## config.mk

```make
export PLATFORM = sky130hd
export DESIGN_NAME = conv_pingpong_sched
export DESIGN_NICKNAME = d
export VERILOG_FILES = /design/src/rtl/conv_sched_pkg.sv /design/src/rtl/conv_lane_tracker.sv /design/src/rtl/conv_pingpong_sched.sv
export SDC_FILE = /design/constraint.sdc
export NUM_CORES = 1
export LEC_CHECK = 0
export CAP_MARGIN = 30
export CORE_MARGIN = 1.5
export CORE_UTILIZATION = 51
export DETAILED_ROUTE_END_ITERATION = 16
export GPL_ROUTABILITY_DRIVEN = 0
export PLACE_DENSITY = 0.82
export SETUP_SLACK_MARGIN = 0.05
export SYNTH_ARGS = -nofsm -noshare
export SYNTH_HDL_FRONTEND = slang
export SYNTH_SLANG_ARGS = --single-unit
```

## constraint.sdc

```tcl
create_clock -name clk -period 9.35 [get_ports clk]
set_input_delay 1.87 -clock clk [delete_from_list [all_inputs] [get_ports clk]]
set_output_delay 1.87 -clock clk [all_outputs]
set_load 0.01 [all_outputs]
```

## src/rtl/conv_sched_pkg.sv

```systemverilog
`default_nettype none
// +--------------------------------------------------------------------------+
// | conv_sched_pkg : shared types and defaults for the ping-pong conv sched  |
// | Revision       : 1.0                                                     |
// +--------------------------------------------------------------------------+
package conv_sched_pkg;

   typedef enum logic [1:0] {
      FREE = 2'd0,
      LOAD = 2'd1,
      PEND = 2'd2
   } lane_state_e;

   localparam int C_DATA_N   = 128;
   localparam int C_FILTER_N = 32;
   localparam int C_OUT_W    = 21;

   function automatic int cnt_width(input int max_val);
      return (max_val < 1) ? 1 : $clog2(max_val + 1);
   endfunction

endpackage
`default_nettype wire

```

## src/rtl/conv_lane_tracker.sv

```systemverilog
`default_nettype none
// +--------------------------------------------------------------------------+
// | conv_lane_tracker : per-lane load/drain state and x/f/y beat counters    |
// | Revision          : 1.0                                                  |
// +--------------------------------------------------------------------------+
module conv_lane_tracker
   import conv_sched_pkg::*;
#(
   parameter int DATA_N   = C_DATA_N,
   parameter int FILTER_N = C_FILTER_N,
   parameter int CONV_N   = C_DATA_N - C_FILTER_N + 1
) (
   input  logic        clk,
   input  logic        reset,
   input  logic        i_x_acc,
   input  logic        i_f_acc,
   input  logic        i_y_acc,
   output lane_state_e o_state,
   output logic        o_x_room,
   output logic        o_f_room,
   output logic        o_load_done,
   output logic        o_drain_done
);

   localparam int XW = cnt_width(DATA_N);
   localparam int FW = cnt_width(FILTER_N);
   localparam int YW = cnt_width(CONV_N - 1);
   localparam logic [XW-1:0] C_X_LAST = XW'(DATA_N);
   localparam logic [FW-1:0] C_F_LAST = FW'(FILTER_N);
   localparam logic [YW-1:0] C_Y_LAST = YW'(CONV_N - 1);

   lane_state_e   r_state;
   lane_state_e   w_state_nxt;
   logic [XW-1:0] r_x_cnt;
   logic [XW-1:0] w_x_nxt;
   logic [FW-1:0] r_f_cnt;
   logic [FW-1:0] w_f_nxt;
   logic [YW-1:0] r_y_cnt;

   // Completion is judged on the post-update counts so the last beat can be x, f or both.
   assign w_x_nxt      = r_x_cnt + XW'(i_x_acc);
   assign w_f_nxt      = r_f_cnt + FW'(i_f_acc);
   assign o_load_done  = (i_x_acc | i_f_acc) && (w_x_nxt == C_X_LAST) && (w_f_nxt == C_F_LAST);
   assign o_drain_done = i_y_acc && (r_y_cnt == C_Y_LAST);
   assign o_x_room     = (r_x_cnt < C_X_LAST);
   assign o_f_room     = (r_f_cnt < C_F_LAST);
   assign o_state      = r_state;

   always_comb begin
      w_state_nxt = r_state;
      case (r_state)
         FREE: begin
            if (o_load_done)
               w_state_nxt = PEND;
            else if (i_x_acc | i_f_acc)
               w_state_nxt = LOAD;
         end
         LOAD: begin
            if (o_load_done)
               w_state_nxt = PEND;
         end
         PEND: begin
            if (o_drain_done)
               w_state_nxt = FREE;
         end
         default: w_state_nxt = FREE;
      endcase
   end

   always_ff @(posedge clk or posedge reset) begin
      if (reset)
         r_state <= FREE;
      else
         r_state <= w_state_nxt;
   end

   always_ff @(posedge clk or posedge reset) begin
      if (reset) begin
         r_x_cnt <= '0;
         r_f_cnt <= '0;
         r_y_cnt <= '0;
      end else begin
         if (o_load_done) begin
            r_x_cnt <= '0;
            r_f_cnt <= '0;
         end else begin
            r_x_cnt <= w_x_nxt;
            r_f_cnt <= w_f_nxt;
         end
         if (o_drain_done)
            r_y_cnt <= '0;
         else if (i_y_acc)
            r_y_cnt <= r_y_cnt + YW'(1);
      end
   end

endmodule
`default_nettype wire

```

## src/rtl/conv_pingpong_sched.sv

```systemverilog
`default_nettype none
// +--------------------------------------------------------------------------+
// | conv_pingpong_sched : shares one load stream and one result stream      |
// |                       between two conv lanes, results in job order      |
// | Revision            : 1.0                                                |
// +--------------------------------------------------------------------------+
module conv_pingpong_sched
   import conv_sched_pkg::*;
#(
   parameter int DATA_N   = C_DATA_N,
   parameter int FILTER_N = C_FILTER_N,
   parameter int OUT_W    = C_OUT_W
) (
   input  logic                    clk,
   input  logic                    reset,
   input  logic                    s_valid_x,
   output logic                    s_ready_x,
   input  logic                    s_valid_f,
   output logic                    s_ready_f,
   output logic [1:0]              lane_s_valid_x,
   output logic [1:0]              lane_s_valid_f,
   input  logic [1:0]              lane_s_ready_x,
   input  logic [1:0]              lane_s_ready_f,
   input  logic [1:0]              lane_m_valid_y,
   output logic [1:0]              lane_m_ready_y,
   input  logic signed [OUT_W-1:0] lane_m_data_y0,
   input  logic signed [OUT_W-1:0] lane_m_data_y1,
   output logic                    m_valid_y,
   input  logic                    m_ready_y,
   output logic signed [OUT_W-1:0] m_data_out_y
);

   localparam int CONV_N = DATA_N - FILTER_N + 1;

   logic        r_ld_sel;
   logic        r_out_sel;
   lane_state_e w_state [2];
   logic [1:0]  w_x_room;
   logic [1:0]  w_f_room;
   logic [1:0]  w_load_done;
   logic [1:0]  w_drain_done;
   logic [1:0]  w_x_acc;
   logic [1:0]  w_f_acc;
   logic [1:0]  w_y_acc;
   logic        w_loadable;
   logic        w_out_pend;
   logic        w_x_fire;
   logic        w_f_fire;
   logic        w_y_fire;

   assign w_loadable = (w_state[r_ld_sel] != PEND);
   assign w_out_pend = (w_state[r_out_sel] == PEND);

   assign s_ready_x = lane_s_ready_x[r_ld_sel] & w_loadable & w_x_room[r_ld_sel];
   assign s_ready_f = lane_s_ready_f[r_ld_sel] & w_loadable & w_f_room[r_ld_sel];

   // Only the out_sel lane is ever forwarded, even if the other lane finishes first.
   assign m_valid_y    = lane_m_valid_y[r_out_sel] & w_out_pend;
   assign m_data_out_y = r_out_sel ? lane_m_data_y1 : lane_m_data_y0;

   always_comb begin
      lane_s_valid_x = 2'b00;
      lane_s_valid_f = 2'b00;
      lane_m_ready_y = 2'b00;
      lane_s_valid_x[r_ld_sel]  = s_valid_x & w_loadable & w_x_room[r_ld_sel];
      lane_s_valid_f[r_ld_sel]  = s_valid_f & w_loadable & w_f_room[r_ld_sel];
      lane_m_ready_y[r_out_sel] = m_ready_y & w_out_pend;
   end

   assign w_x_fire = s_valid_x & s_ready_x;
   assign w_f_fire = s_valid_f & s_ready_f;
   assign w_y_fire = m_valid_y & m_ready_y;

   generate
      for (genvar gi = 0; gi < 2; gi++) begin : g_lane
         assign w_x_acc[gi] = w_x_fire & (r_ld_sel == 1'(gi));
         assign w_f_acc[gi] = w_f_fire & (r_ld_sel == 1'(gi));
         assign w_y_acc[gi] = w_y_fire & (r_out_sel == 1'(gi));

         conv_lane_tracker #(
            .DATA_N   (DATA_N),
            .FILTER_N (FILTER_N),
            .CONV_N   (CONV_N)
         ) u_tracker (
            .clk          (clk),
            .reset        (reset),
            .i_x_acc      (w_x_acc[gi]),
            .i_f_acc      (w_f_acc[gi]),
            .i_y_acc      (w_y_acc[gi]),
            .o_state      (w_state[gi]),
            .o_x_room     (w_x_room[gi]),
            .o_f_room     (w_f_room[gi]),
            .o_load_done  (w_load_done[gi]),
            .o_drain_done (w_drain_done[gi])
         );
      end
   endgenerate

   always_ff @(posedge clk or posedge reset) begin
      if (reset) begin
         r_ld_sel  <= 1'b0;
         r_out_sel <= 1'b0;
      end else begin
         if (|w_load_done)
            r_ld_sel <= ~r_ld_sel;
         if (|w_drain_done)
            r_out_sel <= ~r_out_sel;
      end
   end

endmodule
`default_nettype wire

```

==> results of run 1 <==
[power breakdown]
part	switching, mW	internal (mW)
clock network	0.0700	0.0944
registers	0.0304	0.241
logic	0.0516	0.0702
total	0.152	0.406
[layout make-up]
class / count / area, um2 / area share
clock inverter: 1 / 30.0 / 0.00813
timing repair buffer: 83 / 841 / 0.228
multi-input combinational: 198 / 1400 / 0.378
clock buffer: 7 / 96.3 / 0.0261
inverter: 11 / 41.3 / 0.0112
tap: 70 / 87.6 / 0.0237
sequential: 48 / 1200 / 0.325
[final timing paths]
| path | slack [ns] | end | start | cells past startpoint |
|---|---|---|---|---|
| max | 4.13 | lane_s_valid_x[0] | s_valid_x | 4 |
| min | 0.49 | g_lane[0].u_tracker.r_y_cnt[6] | g_lane[0].u_tracker.r_y_cnt[6] | 1 |
| max reg2reg | 5.84 | g_lane[0].u_tracker.o_state[1] | g_lane[0].u_tracker.o_state[1] | 11 |
| min reg2reg | 0.49 | g_lane[0].u_tracker.r_y_cnt[6] | g_lane[0].u_tracker.r_y_cnt[6] | 1 |
| max in group asynchronous | 7.02 | g_lane[0].u_tracker.r_x_cnt[5] | reset | 3 |
| min in group asynchronous | 1.83 | g_lane[0].u_tracker.r_y_cnt[1] | reset | 2 |
[through the flow]
step	setup WS (ns)	hold WS (ns)	util	power, mW
6_report	4.13	0.488	0.728	0.558
3_5_place_dp	4.17	0.475	0.703	0.399
4_1_cts	4.16	0.488	0.728	0.562
2_1_floorplan	5.16	0.433	-	0.344
5_1_grt	4.06	0.514	0.728	0.589
3_3_place_gp	4.25	0.464	0.699	0.391
[worst register-to-register path, delay by kind of cell, from the launching register on]
family          cells  cell delay, ns
compound gates      2            0.52
flops               1            0.42
fa+ha+maj           2            0.54
simple gates        7            1.98
[metal layers]
metal	up-vias	part of all wire
li1	1118	-
met1	1109	0.44
met2	45	0.49
met3	6	0.050
met4	0	0.012
met5	-	0
[sequential cells by signal, summed over array words and instances (netlist names)]
signal                    count
g_lane.u_tracker.r_f_cnt     12
g_lane.u_tracker.o_state      4
r_ld_sel                      1
g_lane.u_tracker.r_y_cnt     14
r_out_sel                     1
g_lane.u_tracker.r_x_cnt     16
[cell usage in the layout (no fill, tap or decap), types with 7 or more instances in the layout]
master	Yosys	routed
clkbuf_8	0	7
clkdlybuf4s50_1	0	82
dfrtp_1	48	48
ha_1	12	12
inv_1	11	10
mux2_2	23	23
nand2_1	25	25
nand3_1	17	17
nor2_1	19	19
nor3_1	8	8
o21ai_0	15	15
xnor2_1	8	8
xor2_1	12	12
[logic make-up after synthesis]
group                      share of synthesized area
and+or+nand+nor                                0.202
adders and majority gates                     0.0559
DFF                                            0.448
xor gates and xnor gates                      0.0653
AOI/OAI and AO/OA                             0.0932
muxes                                          0.104
buffers and inverters                         0.0322
==> results_dict.tcl, run 1 <==
set metrics [dict create \
    status "finished clean" \
    placed_area_um2 3570 \
    setup_violations 0 \
    worst_pin_slew_ns 0.915 \
    num_io_pins 83 \
    max_stage_delay_ns 0.59 \
    cts_max_path_buffers 2 \
    ys_top_cells_by_area "dfrtp_1, mux2_2, ha_1, xor2_1, nand2_1" \
    num-nets-final 412 \
    path_class "input port to output pin" \
    gr-total-overflow 0 \
    worstSkewPairLatency_ns 0.31 \
    rsz0062_at_grt "false" \
    grt_use_met3 0.0397 \
    drc 0 \
    syn-cell-area_um2 2680 \
    fmax_ghz 0.192 \
    grtUsageMet2 0.354 \
    max-vdd-ir-drop_v 0.0000937 \
    path_clk_slew_ns 0.09 \
    wl_per_cell_um 14.8 \
    drv_cap 0 \
    syn_nets 334 \
    post_cts_buffers 0 \
    fin_crit_ns 5.22 \
    startpoint_type "input port" \
    die_h_um 75.5 \
    die_w_um 75.5 \
    synth_top_area_cell "dfrtp_1" \
    synth_most_common_cell "dfrtp_1" \
    num_antenna_cells 0 \
    grt_pass1_vias 2062 \
    hold_class "flop to flop" \
    drv_slew 0 \
    grt_first_pass_wirelength_mm 9.78 \
    cpMostUsedCell "clkdlybuf4s50_1" \
    wirelength_mm 6.18 \
    cts_resized 0 \
    grt-busiest-layer "met2" \
    htree_levels 2 \
    cp_slowest_cell "clkdlybuf4s50_1" \
    root_buffer "clkbuf_8" \
    end_kind "output pin" \
    drive_above_1_share 0.112 \
    dieArea_um2 5710 \
    hold_viol 0 \
    synth_warnings 0 \
    cp_cell_sequence "clkdlybuf4s50_1 -> nand2_1 -> nor3_1 -> clkdlybuf4s50_1" \
    synth_seq_cells 48 \
    power_density_nw_per_um2 151 \
    synth-main-ff-cell "dfrtp_1" \
    path_max_fanout 5 \
    p_leak_nw 1.61 \
    synth_common_cells "dfrtp_1, nand2_1, mux2_2" \
    synth_edf_count 0 \
    final_cells 418 \
    fin_skew_ns 0.00849 \
    relSlewSlack 0.390 \
    dr.pass1.iters 4 \
    fillerInstances 402 \
    vias_per_cell 5.45 \
    yosysSeqAreaShare 0.448 \
    cp_top_family "buffers and inverters" \
    grt_max_degree 35 \
    start_util 0.529 \
    area_delta_synth_final_pct 37.6 \
    syn_area_per_cell_um2 9.98 \
    ant_nets 0 \
    dp_hpwl_mm 4.92 \
    fin_tns_setup_ns 0 \
    numCtsBuffers 5 \
    critPathRequiredTime_ns 7.48 \
    coreArea_um2 5070 \
    dp.cells 410 \
    synth_top_area_frac 0.448 \
    drtIter0Drc 100 \
    num_rows 26 \
    final_cell_area_um2 3690 \
    path_buf_inv 2 \
    hold_buffers 0 \
    dr_total_vias 2278 \
    grtUsageTotal 0.229 \
    io_buffers 82 \
    synthCells 269 \
    post-route-period-util 0.558 \
    clkSinkCount 48 \
    crit_arrival_ns 3.35 \
    async_reset_ff_frac 1.00 \
    antenna_found_initial 0 \
    ys_types 43 \
    cts_tree "yes" \
    grt.met1_usage 0.328 \
]
No activity file was read; power rests on OpenSTA's default activity.
==> run 2, diff against run 1 <==
--- a/config.mk
+++ b/config.mk
@@ -7,10 +7,10 @@
 export LEC_CHECK = 0
 export CAP_MARGIN = 30
 export CORE_MARGIN = 1.5
-export CORE_UTILIZATION = 51
+export CORE_UTILIZATION = 47
 export DETAILED_ROUTE_END_ITERATION = 16
 export GPL_ROUTABILITY_DRIVEN = 0
-export PLACE_DENSITY = 0.82
+export PLACE_DENSITY = 0.76
 export SETUP_SLACK_MARGIN = 0.05
 export SYNTH_ARGS = -nofsm -noshare
 export SYNTH_HDL_FRONTEND = slang
==> constraint.sdc (replaced) <==
create_clock -name clk -period 5 [get_ports clk]
set_input_delay 1 -clock clk [delete_from_list [all_inputs] [get_ports clk]]
set_output_delay 1 -clock clk [all_outputs]
set_load 0.01 [all_outputs]
==> results_dict.tcl, run 2 (synthesized netlist as in run 1, its figures left out) <==
set metrics [dict create \
    status "finished clean" \
    p_total_uw 976 \
    die_w_um 78.6 \
    grt_max_degree 42 \
    drc 0 \
    relSlewSlack 0.390 \
    crit_arrival_ns 3.96 \
    fin_crit_ns 3.72 \
    vias_per_cell 5.31 \
    critPathRequiredTime_ns 5.24 \
    hold_viol 0 \
    path_clk_slew_ns 0.09 \
    dr.pass1.iters 4 \
    fin_tns_setup_ns 0 \
    die_h_um 78.6 \
    final_cell_mix "clkdlybuf4s50_1, dfrtp_1, nand2_1, mux2_2, nor2_1" \
    worstSkewPairLatency_ns 0.30 \
    largest_register_ffs 16 \
    largestRegisters "g_lane.u_tracker.r_x_cnt x16, g_lane.u_tracker.r_y_cnt x14, g_lane.u_tracker.r_f_cnt x12" \
    mostFrequentLayoutCell "clkdlybuf4s50_1" \
    dieArea_um2 6170 \
    max-vdd-ir-drop_v 0.000124 \
    max_stage_delay_ns 0.50 \
    wl_per_cell_um 14.4 \
    cp_cell_sequence "clkdlybuf4s50_1 -> nand2_1 -> nor3b_1 -> ha_1 -> ha_1 -> or4_1 -> or3_1 -> a2111oi_0 -> and4bb_2 -> a22o_1" \
    worst_pin_slew_ns 0.915 \
    path_buf_inv 1 \
    num_antenna_cells 0 \
    io_buffers 82 \
    drtIter0Drc 94 \
    end_kind "flop" \
    final_util 0.665 \
    grt_first_pass_wirelength_mm 10.2 \
    start_util 0.487 \
    fin_skew_ns 0.0119 \
    startpoint_type "input port" \
    grtUsageTotal 0.209 \
    setup_violations 0 \
    p_leak_nw 1.59 \
    cpMostUsedCell "ha_1" \
    fillerInstances 435 \
    dp_hpwl_mm 4.68 \
    num_rows 27 \
    ant_nets 0 \
    clkSinkCount 48 \
    grt_pass1_vias 2177 \
    ff2ff_setup_slack_ns 1.58 \
    top_register "g_lane.u_tracker.r_x_cnt" \
    drv_cap 0 \
    cts_max_path_buffers 2 \
    numCtsBuffers 5 \
    gr-total-overflow 0 \
    antenna_found_initial 0 \
    hold_class "flop to flop" \
    root_buffer "clkbuf_8" \
    area_delta_synth_final_pct 36.5 \
    cp_top_family "simple AND/OR/NAND/NOR gates" \
    num_io_pins 83 \
    hold_buffers 0 \
    wirelength_mm 6.04 \
    path_class "input port to flop" \
    power_density_nw_per_um2 267 \
    dr_total_vias 2230 \
    post-route-period-util 0.745 \
    cp_slowest_cell "or4_1" \
    cts_tree "yes" \
    htree_levels 2 \
    post_cts_buffers 0 \
    cts_resized 0 \
    path_max_fanout 5 \
    drive_above_1_share 0.109 \
    rsz0062_at_grt "false" \
    num-nets-final 412 \
    fmax_ghz 0.269 \
    drv_slew 0 \
    coreArea_um2 5510 \
]
==> run 2: final timing paths <==
kind | from | endpoint | depth (start not counted)
worst max register to register | g_lane[0].u_tracker.o_state[1] | g_lane[0].u_tracker.o_state[1] | 11
min in group asynchronous | reset | g_lane[0].u_tracker.r_y_cnt[2] | 2
max in group asynchronous | reset | g_lane[0].u_tracker.r_x_cnt[5] | 3
worst min-delay path | g_lane[0].u_tracker.r_y_cnt[6] | g_lane[0].u_tracker.r_y_cnt[6] | 1
worst min register to register | g_lane[0].u_tracker.r_y_cnt[6] | g_lane[0].u_tracker.r_y_cnt[6] | 1
worst max-delay path | lane_s_ready_x[0] | g_lane[0].u_tracker.o_state[1] | 10
==> run 2: per-layer routing <==
metal | vias up | global-route usage | wire length [um]
met5 | - | 0 | 0
met4 | 0 | 0.0464 | 35
met3 | 6 | 0.0605 | 374
met2 | 71 | 0.316 | 2810
met1 | 1042 | 0.295 | 2820
li1 | 1111 | - | -
==> run 2: power breakdown <==
| part | internal (mW) | switching (mW) | total [mW] | leakage, nW |
|---|---|---|---|---|
| sequential | 0.451 | 0.0594 | 0.510 | 0.626 |
| combinational | 0.130 | 0.0951 | 0.225 | 0.924 |
| clock | 0.113 | 0.129 | 0.241 | 0.0445 |
==> run 2: per-stage QoR <==
stage	cells	hold slack (ns)	setup WS (ns)	instance area, um2
2_1_floorplan	269	0.433	1.71	2680
3_3_place_gp	411	0.459	1.08	3550
3_5_place_dp	412	0.466	0.961	3570
4_1_cts	420	0.488	1.30	3660
5_1_grt	420	0.524	1.14	3660
6_report	420	0.489	1.28	3660
==> run 2: cell type report <==
type / count / area [um2] / share of cell area
inverter: 11 / 41.3 / 0.0113
clock buffer: 7 / 86.3 / 0.0236
multi-input combinational: 198 / 1400 / 0.381
tap: 72 / 90.1 / 0.0246
timing repair buffer: 83 / 841 / 0.230
clock inverter: 1 / 7.51 / 0.00205
sequential: 48 / 1200 / 0.328
